$ cat src/rtl/seq_detect_prog_if.sv
// Bundle of the serial input, configuration and result signals of seq_detect_prog.
// match_cnt and the CNT_W parameter exist only when SEQ_DETECT_MATCH_CNT_EN is defined.
interface seq_detect_prog_if #(
    parameter int MAX_LEN = 8
`ifdef SEQ_DETECT_MATCH_CNT_EN
    , parameter int CNT_W = 8
`endif
);
    localparam int LEN_W = $clog2(MAX_LEN + 1);

    // inp_bit is consumed on every clock where inp_valid is high; the detector
    // has no backpressure, so there is no ready and a held valid means one bit per cycle.
    logic               inp_bit;
    logic               inp_valid;
    logic               cfg_load;
    logic [MAX_LEN-1:0] cfg_pattern;
    logic [LEN_W-1:0]   cfg_len;
    logic               cfg_overlap;
    logic               seq_seen;
    logic               cfg_err;
`ifdef SEQ_DETECT_MATCH_CNT_EN
    logic [CNT_W-1:0]   match_cnt;
`endif

    modport master (
        output inp_bit, inp_valid, cfg_load, cfg_pattern, cfg_len, cfg_overlap,
        input  seq_seen, cfg_err
`ifdef SEQ_DETECT_MATCH_CNT_EN
        , input match_cnt
`endif
    );

    modport slave (
        input  inp_bit, inp_valid, cfg_load, cfg_pattern, cfg_len, cfg_overlap,
        output seq_seen, cfg_err
`ifdef SEQ_DETECT_MATCH_CNT_EN
        , output match_cnt
`endif
    );
endinterface

$ cat src/rtl/seq_detect_prog.sv
// Programmable serial pattern detector: pulses seq_seen when the last len bits equal pat.
// Optional saturating match counter built when SEQ_DETECT_MATCH_CNT_EN is defined.
module seq_detect_prog #(
    parameter int                 MAX_LEN         = 8,
    parameter int                 CNT_W           = 8,
    parameter logic [MAX_LEN-1:0] DEFAULT_PATTERN = MAX_LEN'(4'b1011),
    parameter int                 DEFAULT_LEN     = 4,
    parameter bit                 DEFAULT_OVERLAP = 1'b1
) (
    input  logic               clk,
    input  logic               reset,
    seq_detect_prog_if.slave   bus
);
    localparam int LEN_W = $clog2(MAX_LEN + 1);

    if (MAX_LEN < 2 || MAX_LEN > 32) begin : g_bad_max_len
        $error("seq_detect_prog: MAX_LEN must be 2..32");
    end
    if (CNT_W < 1) begin : g_bad_cnt_w
        $error("seq_detect_prog: CNT_W must be at least 1");
    end
    if (DEFAULT_LEN < 1 || DEFAULT_LEN > MAX_LEN) begin : g_bad_default_len
        $error("seq_detect_prog: DEFAULT_LEN must be 1..MAX_LEN");
    end

    // The oldest history bit is shifted out before it can ever be compared,
    // so only MAX_LEN-1 bits need to be stored.
    logic [MAX_LEN-2:0] hist;
    logic [LEN_W-1:0]   fill;
    logic [MAX_LEN-1:0] pat;
    logic [LEN_W-1:0]   len;
    logic               ovl;
    logic               seen_r;
    logic               err_r;

    logic [MAX_LEN-1:0] hist_n;
    logic [LEN_W-1:0]   fill_n;
    logic [MAX_LEN-1:0] mask;
    logic               match;
    logic               cfg_ok;

    always_comb begin
        hist_n = {hist, bus.inp_bit};
        fill_n = (fill == len) ? fill : fill + 1'b1;
        mask   = ~({MAX_LEN{1'b1}} << len);
        match  = (fill_n == len) && ((hist_n & mask) == (pat & mask));
        cfg_ok = (bus.cfg_len != '0) && (bus.cfg_len <= LEN_W'(MAX_LEN));
    end

`ifdef SEQ_DETECT_MATCH_CNT_EN
    logic [CNT_W-1:0] cnt;
    assign bus.match_cnt = cnt;
`endif

    always_ff @(posedge clk) begin
        if (reset) begin
            hist   <= '0;
            fill   <= '0;
            pat    <= DEFAULT_PATTERN;
            len    <= LEN_W'(DEFAULT_LEN);
            ovl    <= DEFAULT_OVERLAP;
            seen_r <= 1'b0;
            err_r  <= 1'b0;
`ifdef SEQ_DETECT_MATCH_CNT_EN
            cnt    <= '0;
`endif
        end else begin
            seen_r <= 1'b0;
            err_r  <= 1'b0;
            if (bus.cfg_load) begin
                // A bit presented alongside a load is dropped in both branches.
                if (cfg_ok) begin
                    pat  <= bus.cfg_pattern;
                    len  <= bus.cfg_len;
                    ovl  <= bus.cfg_overlap;
                    hist <= '0;
                    fill <= '0;
`ifdef SEQ_DETECT_MATCH_CNT_EN
                    cnt  <= '0;
`endif
                end else begin
                    err_r <= 1'b1;
                end
            end else if (bus.inp_valid) begin
                hist   <= hist_n[MAX_LEN-2:0];
                fill   <= (match && !ovl) ? '0 : fill_n;
                seen_r <= match;
`ifdef SEQ_DETECT_MATCH_CNT_EN
                if (match && cnt != '1) begin
                    cnt <= cnt + 1'b1;
                end
`endif
            end
        end
    end

    assign bus.seq_seen = seen_r;
    assign bus.cfg_err  = err_r;
endmodule
$ cat src/flat_wrapper.sv
// flat-port wrapper written by rule: the top's interface ports become plain ports
module seq_detect_prog_flat 
#(
    parameter int                 MAX_LEN         = 8,
    parameter int                 CNT_W           = 8,
    parameter logic [MAX_LEN-1:0] DEFAULT_PATTERN = MAX_LEN'(4'b1011),
    parameter int                 DEFAULT_LEN     = 4,
    parameter bit                 DEFAULT_OVERLAP = 1'b1
)
  (clk, reset, bus_inp_bit, bus_inp_valid, bus_cfg_load, bus_cfg_pattern, bus_cfg_len, bus_cfg_overlap, bus_seq_seen, bus_cfg_err);
  seq_detect_prog_if #(.MAX_LEN(MAX_LEN)) bus_i ();
  input  logic clk;
  input  logic reset;
  input wire logic [$bits(bus_i.inp_bit)-1:0] bus_inp_bit;
  input wire logic [$bits(bus_i.inp_valid)-1:0] bus_inp_valid;
  input wire logic [$bits(bus_i.cfg_load)-1:0] bus_cfg_load;
  input wire logic [$bits(bus_i.cfg_pattern)-1:0] bus_cfg_pattern;
  input wire logic [$bits(bus_i.cfg_len)-1:0] bus_cfg_len;
  input wire logic [$bits(bus_i.cfg_overlap)-1:0] bus_cfg_overlap;
  output wire logic [$bits(bus_i.seq_seen)-1:0] bus_seq_seen;
  output wire logic [$bits(bus_i.cfg_err)-1:0] bus_cfg_err;
  assign bus_i.inp_bit = bus_inp_bit;
  assign bus_i.inp_valid = bus_inp_valid;
  assign bus_i.cfg_load = bus_cfg_load;
  assign bus_i.cfg_pattern = bus_cfg_pattern;
  assign bus_i.cfg_len = bus_cfg_len;
  assign bus_i.cfg_overlap = bus_cfg_overlap;
  assign bus_seq_seen = bus_i.seq_seen;
  assign bus_cfg_err = bus_i.cfg_err;
  seq_detect_prog #(.MAX_LEN(MAX_LEN), .CNT_W(CNT_W), .DEFAULT_PATTERN(DEFAULT_PATTERN), .DEFAULT_LEN(DEFAULT_LEN), .DEFAULT_OVERLAP(DEFAULT_OVERLAP)) u_core (.clk(clk), .reset(reset), .bus(bus_i));
endmodule
$ cat config.mk
export PLATFORM = sky130hd
export DESIGN_NAME = seq_detect_prog_flat
export DESIGN_NICKNAME = d
export VERILOG_FILES = /design/src/rtl/seq_detect_prog_if.sv /design/src/rtl/seq_detect_prog.sv /design/src/flat_wrapper.sv
export SDC_FILE = /design/constraint.sdc
export NUM_CORES = 1
export LEC_CHECK = 0
export ABC_AREA = 1
export CORE_UTILIZATION = 53
export DETAILED_ROUTE_END_ITERATION = 12
export GPL_ROUTABILITY_DRIVEN = 1
export GPL_TIMING_DRIVEN = 0
export PLACE_DENSITY = 0.86
export SYNTH_ARGS = -nofsm -noshare
export SYNTH_HDL_FRONTEND = slang
export SYNTH_SLANG_ARGS = --single-unit
export TNS_END_PERCENT = 10
$ cat constraint.sdc
create_clock -name clk -period 2 [get_ports clk]
set_clock_uncertainty 0.1 [all_clocks]
set_input_delay 0.4 -clock clk [delete_from_list [all_inputs] [get_ports clk]]
set_output_delay 0.4 -clock clk [all_outputs]
set_load 0.1 [all_outputs]
; Yosys cells after proc, flatten, opt, wreduce, memory -nomap -nowiden
; Index checks and enable logic that the tools add are counted.
[op_classes]
addsub = 1
order_cmp = 1
eq_ne = 4
shift = 1
muxes = 9
bitwise_logic = 5
n_reduce_logical = 10
[op_table]
columns = op, count
row1 = $mux 7, 3
row2 = $mux 4, 5
row3 = $and 8x8->8, 2
row4 = $eq 4x4->1, 2
row5 = $eq 8x8->1, 1
row6 = $not 8->8, 1
row7 = $shl 8x4->8 const A, 1
row8 = $add 4x1->4 const B, 1
row9 = $le 4x4->1 const B, 1
row10 = $reduce_and 2->1, 2
row11 = $reduce_bool 4->1, 1
row12 = $logic_and 1x1->1, 3
row13 = $reduce_or 3->1, 1
row14 = $ne 2x1->1 const B, 1
row15 = $not 1->1, 2
row16 = $reduce_bool 2->1, 1
row17 = $reduce_or 2->1, 1
row18 = $logic_not 1->1, 1
row19 = $mux 1, 1
[totals]
regBits = 26
in_bits = 18
output_inout_bits = 2
word_cells = 38

; Logic depth before layout (Yosys ltp)
[depth]
word_depth = 9
ltp_mapped = 14
mapped_depth_nobuf = 13

; Worst setup path after synthesis
; Ideal clock, no wire load.
[synth_timing]
kind = reg-to-reg
start = register u_core.len[3]
end = register u_core.fill[0]
setup_ps = 133
t_arrival_ps = 1370
required_time_ps = 1767
setup_slack_ps = 398
stages_incl_launch_ff = 15
n_path_buf = 1
synth_period_minus_slack_ps = 1602
path_cell_list = dfxtp_1 buf_4 inv_2 nand2_1 nand2_1 nor2_8 nand2_4 nand2_2 nand2_1 nand2_1 nand2_1 nor2_2 nand3_2 nand2_1 a21oi_1
[synth_between]
elab_chain_cells = 9
word_cells_on_any_way = 13
classes_between = 3 x eq/ne / 1 x shift / 4 x mux / 3 x bitwise / 2 x reduce/logical
[synth_rtl]
columns = element, line_no
row1 = "start, declared", seq_detect_prog.sv:31  ; logic [LEN_W-1:0] len;
row2 = "start signal, assigned", seq_detect_prog.sv:60  ; len <= LEN_W'(DEFAULT_LEN);
row3 = "start signal, assigned", seq_detect_prog.sv:74  ; len <= bus.cfg_len;
row4 = $shl 8x4->8, seq_detect_prog.sv:45  ; mask = ~({MAX_LEN{1'b1}} << len);
row5 = $not 8->8, seq_detect_prog.sv:45
row6 = $and 8x8->8, seq_detect_prog.sv:46  ; match = (fill_n == len) && ((hist_n & mask) == (pat & mask));
row7 = $eq 8x8->1, seq_detect_prog.sv:46
row8 = $logic_and 1x1->1, seq_detect_prog.sv:46
row9 = $logic_and 1x1->1, seq_detect_prog.sv:86  ; fill <= (match && !ovl) ? '0 : fill_n;
row10 = $mux 4 *, seq_detect_prog.sv:86
row11 = $mux 4 *, seq_detect_prog.sv:84  ; end else if (bus.inp_valid) begin
row12 = $mux 4 *, seq_detect_prog.sv:70  ; if (bus.cfg_load) begin
row13 = "end signal, assigned", seq_detect_prog.sv:86
row14 = "end, declared", seq_detect_prog.sv:29  ; logic [LEN_W-1:0] fill;
; Mark *: on every way between the ends. The rest lies on a longest branch, timed or not. The select of a mux whose other input is x is not followed.
; A chain may end at the register's enable or synchronous reset.

; Worst setup path in the final report
[layout_timing]
start = input bus_cfg_len[0]
end = register u_core.pat[3]
[layout_between]
elab_chain_cells = 3
word_cells_on_any_way = 4
classes_between = 1 x order compare / 3 x reduce/logical
[layout_rtl]
columns = element, line_no
row1 = "start, declared", flat_wrapper.sv:18  ; input wire logic [$bits(bus_i.cfg_len)-1:0] bus_cfg_len;
row2 = $le 4x4->1 or $reduce_bool 4->1 (tied branches), seq_detect_prog.sv:47  ; cfg_ok = (bus.cfg_len != '0) && (bus.cfg_len <= LEN_W'(MAX_LEN));
row3 = $logic_and 1x1->1 *, seq_detect_prog.sv:47
row4 = $reduce_and 2->1 (no line) *, n/a
row5 = "end signal, assigned", seq_detect_prog.sv:73  ; pat <= bus.cfg_pattern;
row6 = "end, declared", seq_detect_prog.sv:30  ; logic [MAX_LEN-1:0] pat;
; Mark *: on every way between the ends. The rest lies on a longest branch, timed or not.

==> metrics.txt <==
count of state elements after synthesis 26; GRT overflow 0; DP HPWL 2320 um; post-route ant nets 0; first-pass GRT wire length 5350 um; post-synthesis mux area share 0%; Worst path slowest cell clkdlybuf4s50_1; largest family of logic cells by synthesized area simple AND/OR/NAND/NOR gates; Post-Syn Nets 243; CTS tree built; crit path cell chain clkdlybuf4s50_1 > nor2_1 > nand2_1 > xnor2_2 > nor2_4 > clkbuf_1 > nand2_1 > o211ai_1; largest net degree at the start of global routing 16; Worst Setup End Kind flip-flop; # setup viols final 0; crit-path max cell delay 0.42 ns; antenna cells 0; commonest non-fill, non-tap cell in the layout nand2_1; die area 2930 um^2; global placement routability congestion 0.887; Syn Area/Cell 6.43 um^2; Synth-to-Final Area Change 21.2%; CTS clock-pin slew for the worst setup and hold paths 0.15 ns; CTS Sinks 26; 1st-iter DRT viols 49; input/output buffers 19; Hold Path Class flip-flop to flip-flop; CP Launch Type input port; final wirelength about 3200 um; FP Rows 18; Sw Share between 20% and 30%; post-synth top area share 36.1%; fmax 0.539 GHz; Die W 54.1 um; vias per cell 5.22; period utilisation layout 92.7%; vias in the first global route around 1,200; crit path kind input port to flip-flop; PD cells roughly 690 nW/um^2; antenna violations before repair 0; yosys warns 0; met1 GRT Util a little under two fifths; Post-Synth Simple-Gate Area between 30% and 40%; Seq/Total Area, Yosys 36.1%; Max clock buf depth 2; nets 268; # DRC 0; GR Layer Usage met3 2.54%; top cell type by total area after synthesis dfxtp_1; clock group share of total power 31.4%; drt wl/cell between 10 and 15 um; Post-Syn Instances about 220; Crit path top cell by count nand2_1; Worst Path Max Fanout 10; commonest non-fill, non-tap cells in the layout nand2_1 (76), inv_1 (26), nor2_1 (25), dfxtp_1 (22), clkdlybuf4s50_1 (17); gr usage total 25.8%; Switch Pwr 352 uW; Core Area 2520 um^2; H-tree levels 1; post-synthesis compound-gate area fraction 12.8%; Root Buffer clkbuf_4; status completed; CTS Hold Bufs 0; RSZ-0062 raised after global routing no; Post-Synth Adder-Cell Area less than 1%; share of cells above drive strength 1 11.7%; 1st-pass router iterations 4; largest cells by area after synthesis dfxtp_1 (36%), nand2_1 (20%), inv_1 (7.0%); Leakage 0.000794 uW; Int Pwr 851 uW; Tmin final roughly 1.9 ns; worst setup margin 0.145 ns; Top Usage Layer GRT met2; Final Max Tran Viols 0; initial core utilization 57.1%; Worst Tran Pin Value 0.538 ns; Max Cap Viol 0; Die Height about 54 um; Netlist cell types 24; final hold vios 0; Comb pwr share 21.5%; worst slack, placed -0.567 ns; Critical Path RT 2.17 ns; maximum VDD drop ~0.5 mV; relative slew slack 64.3%; CTS Buf Count 3; Seq pwr share 47.2%; Syn Std Cell Area approximately 1400 um^2; routed via count around 1,500; Synth Area in XOR/XNOR 3.04%; clock insertion delay at the later pin of the skew report between 0.3 and 0.4 ns; routing usage on met2 roughly two fifths; num ports 20; Design Power 1200 uW; WP data arrival 2.02 ns; hold_ws between 0.3 and 0.4 ns
final cells by class:
cell class	count	area (um^2)
multi-input combinational	164	810
inverter	29	109
buffer	5	23.8
clock buffer	3	22.5
timing repair buffer	20	188
sequential	26	526
fill	223	777
tap	30	37.5
clock inverter	1	30.0
per-stage QoR:
step           cells  area [um^2]  utilization [%]  TNS (ns)
4_1_cts          278         1730             68.6         0
6_report         278         1750             69.2         0
3_3_place_gp     273         1670             66.1    -10.49
5_1_grt          278         1750             69.2         0
2_1_floorplan    224         1440                -         0
3_5_place_dp     273         1670             66.1    -10.19
worst max-delay path, delay by kind of cell:
kind                      cells  cell delay [ns]
xor gates and xnor gates      1             0.18
and+or+nand+nor               4             0.59
buffers and inverters         2             0.76
AOI/OAI and AO/OA             1             0.10
power groups by stage:
stage	Combinational [uW]	Sequential [uW]	Clock, uW
3_5_place_dp	246	577	0
2_1_floorplan	166	579	0
5_1_grt	292	572	397
3_3_place_gp	243	577	0
6_report	258	568	378
4_1_cts	251	566	374
metal layers:
| metal | up-vias | share of wire (%) |
|---|---|---|
| met5 | - | 0 |
| met4 | 0 | 0.96 |
| met3 | 3 | 6.7 |
| met2 | 60 | 45 |
| met1 | 632 | 48 |
| li1 | 757 | - |
registers in the layout, indices dropped and copies added (netlist names):
signal,cells
u_core.pat,8
u_core.hist,7
u_core.fill,4
u_core.len,4
u_core.bus.cfg_err,1
u_core.bus.seq_seen,1
u_core.ovl,1
cells by family after synthesis:
logic type | count (synthesis)
AO/OA/AOI/OAI | 30
adder cells (fa/ha/maj) | 1
buffers and inverters | 34
XOR/XNOR | 5
AND/OR/NAND/NOR | 128
flip-flops | 26
repair_timing:
item,4_1_cts,5_1_grt
pin swaps,1,0
buffers inserted,1,0
hold endpoints to repair,0,0
resized for setup,5,12
endpoints found under the setup margin,20,12
Yosys cell counts, drive strengths merged:
library cell and n:
nand2 82, clkbuf 3, dfxtp 26, inv 29, o21ai 9, o32ai 3, nand3 16, o211ai 6
buf 2, xnor2 3, o31ai 2, xor2 2, a211oi 1, ha 1, nor2 30, a21oi 9
worst paths after layout:
path / from / endpoint / slack, ns / depth (start not counted)
min reg2reg: u_core.pat[5] / u_core.pat[5] / 0.39 / 2
max: bus_cfg_len[0] / u_core.pat[3] / 0.15 / 8
min: u_core.pat[5] / u_core.pat[5] / 0.39 / 2
max reg2reg: u_core.len[0] / u_core.fill[2] / 0.21 / 11
Power figures use the tool's default switching activity.
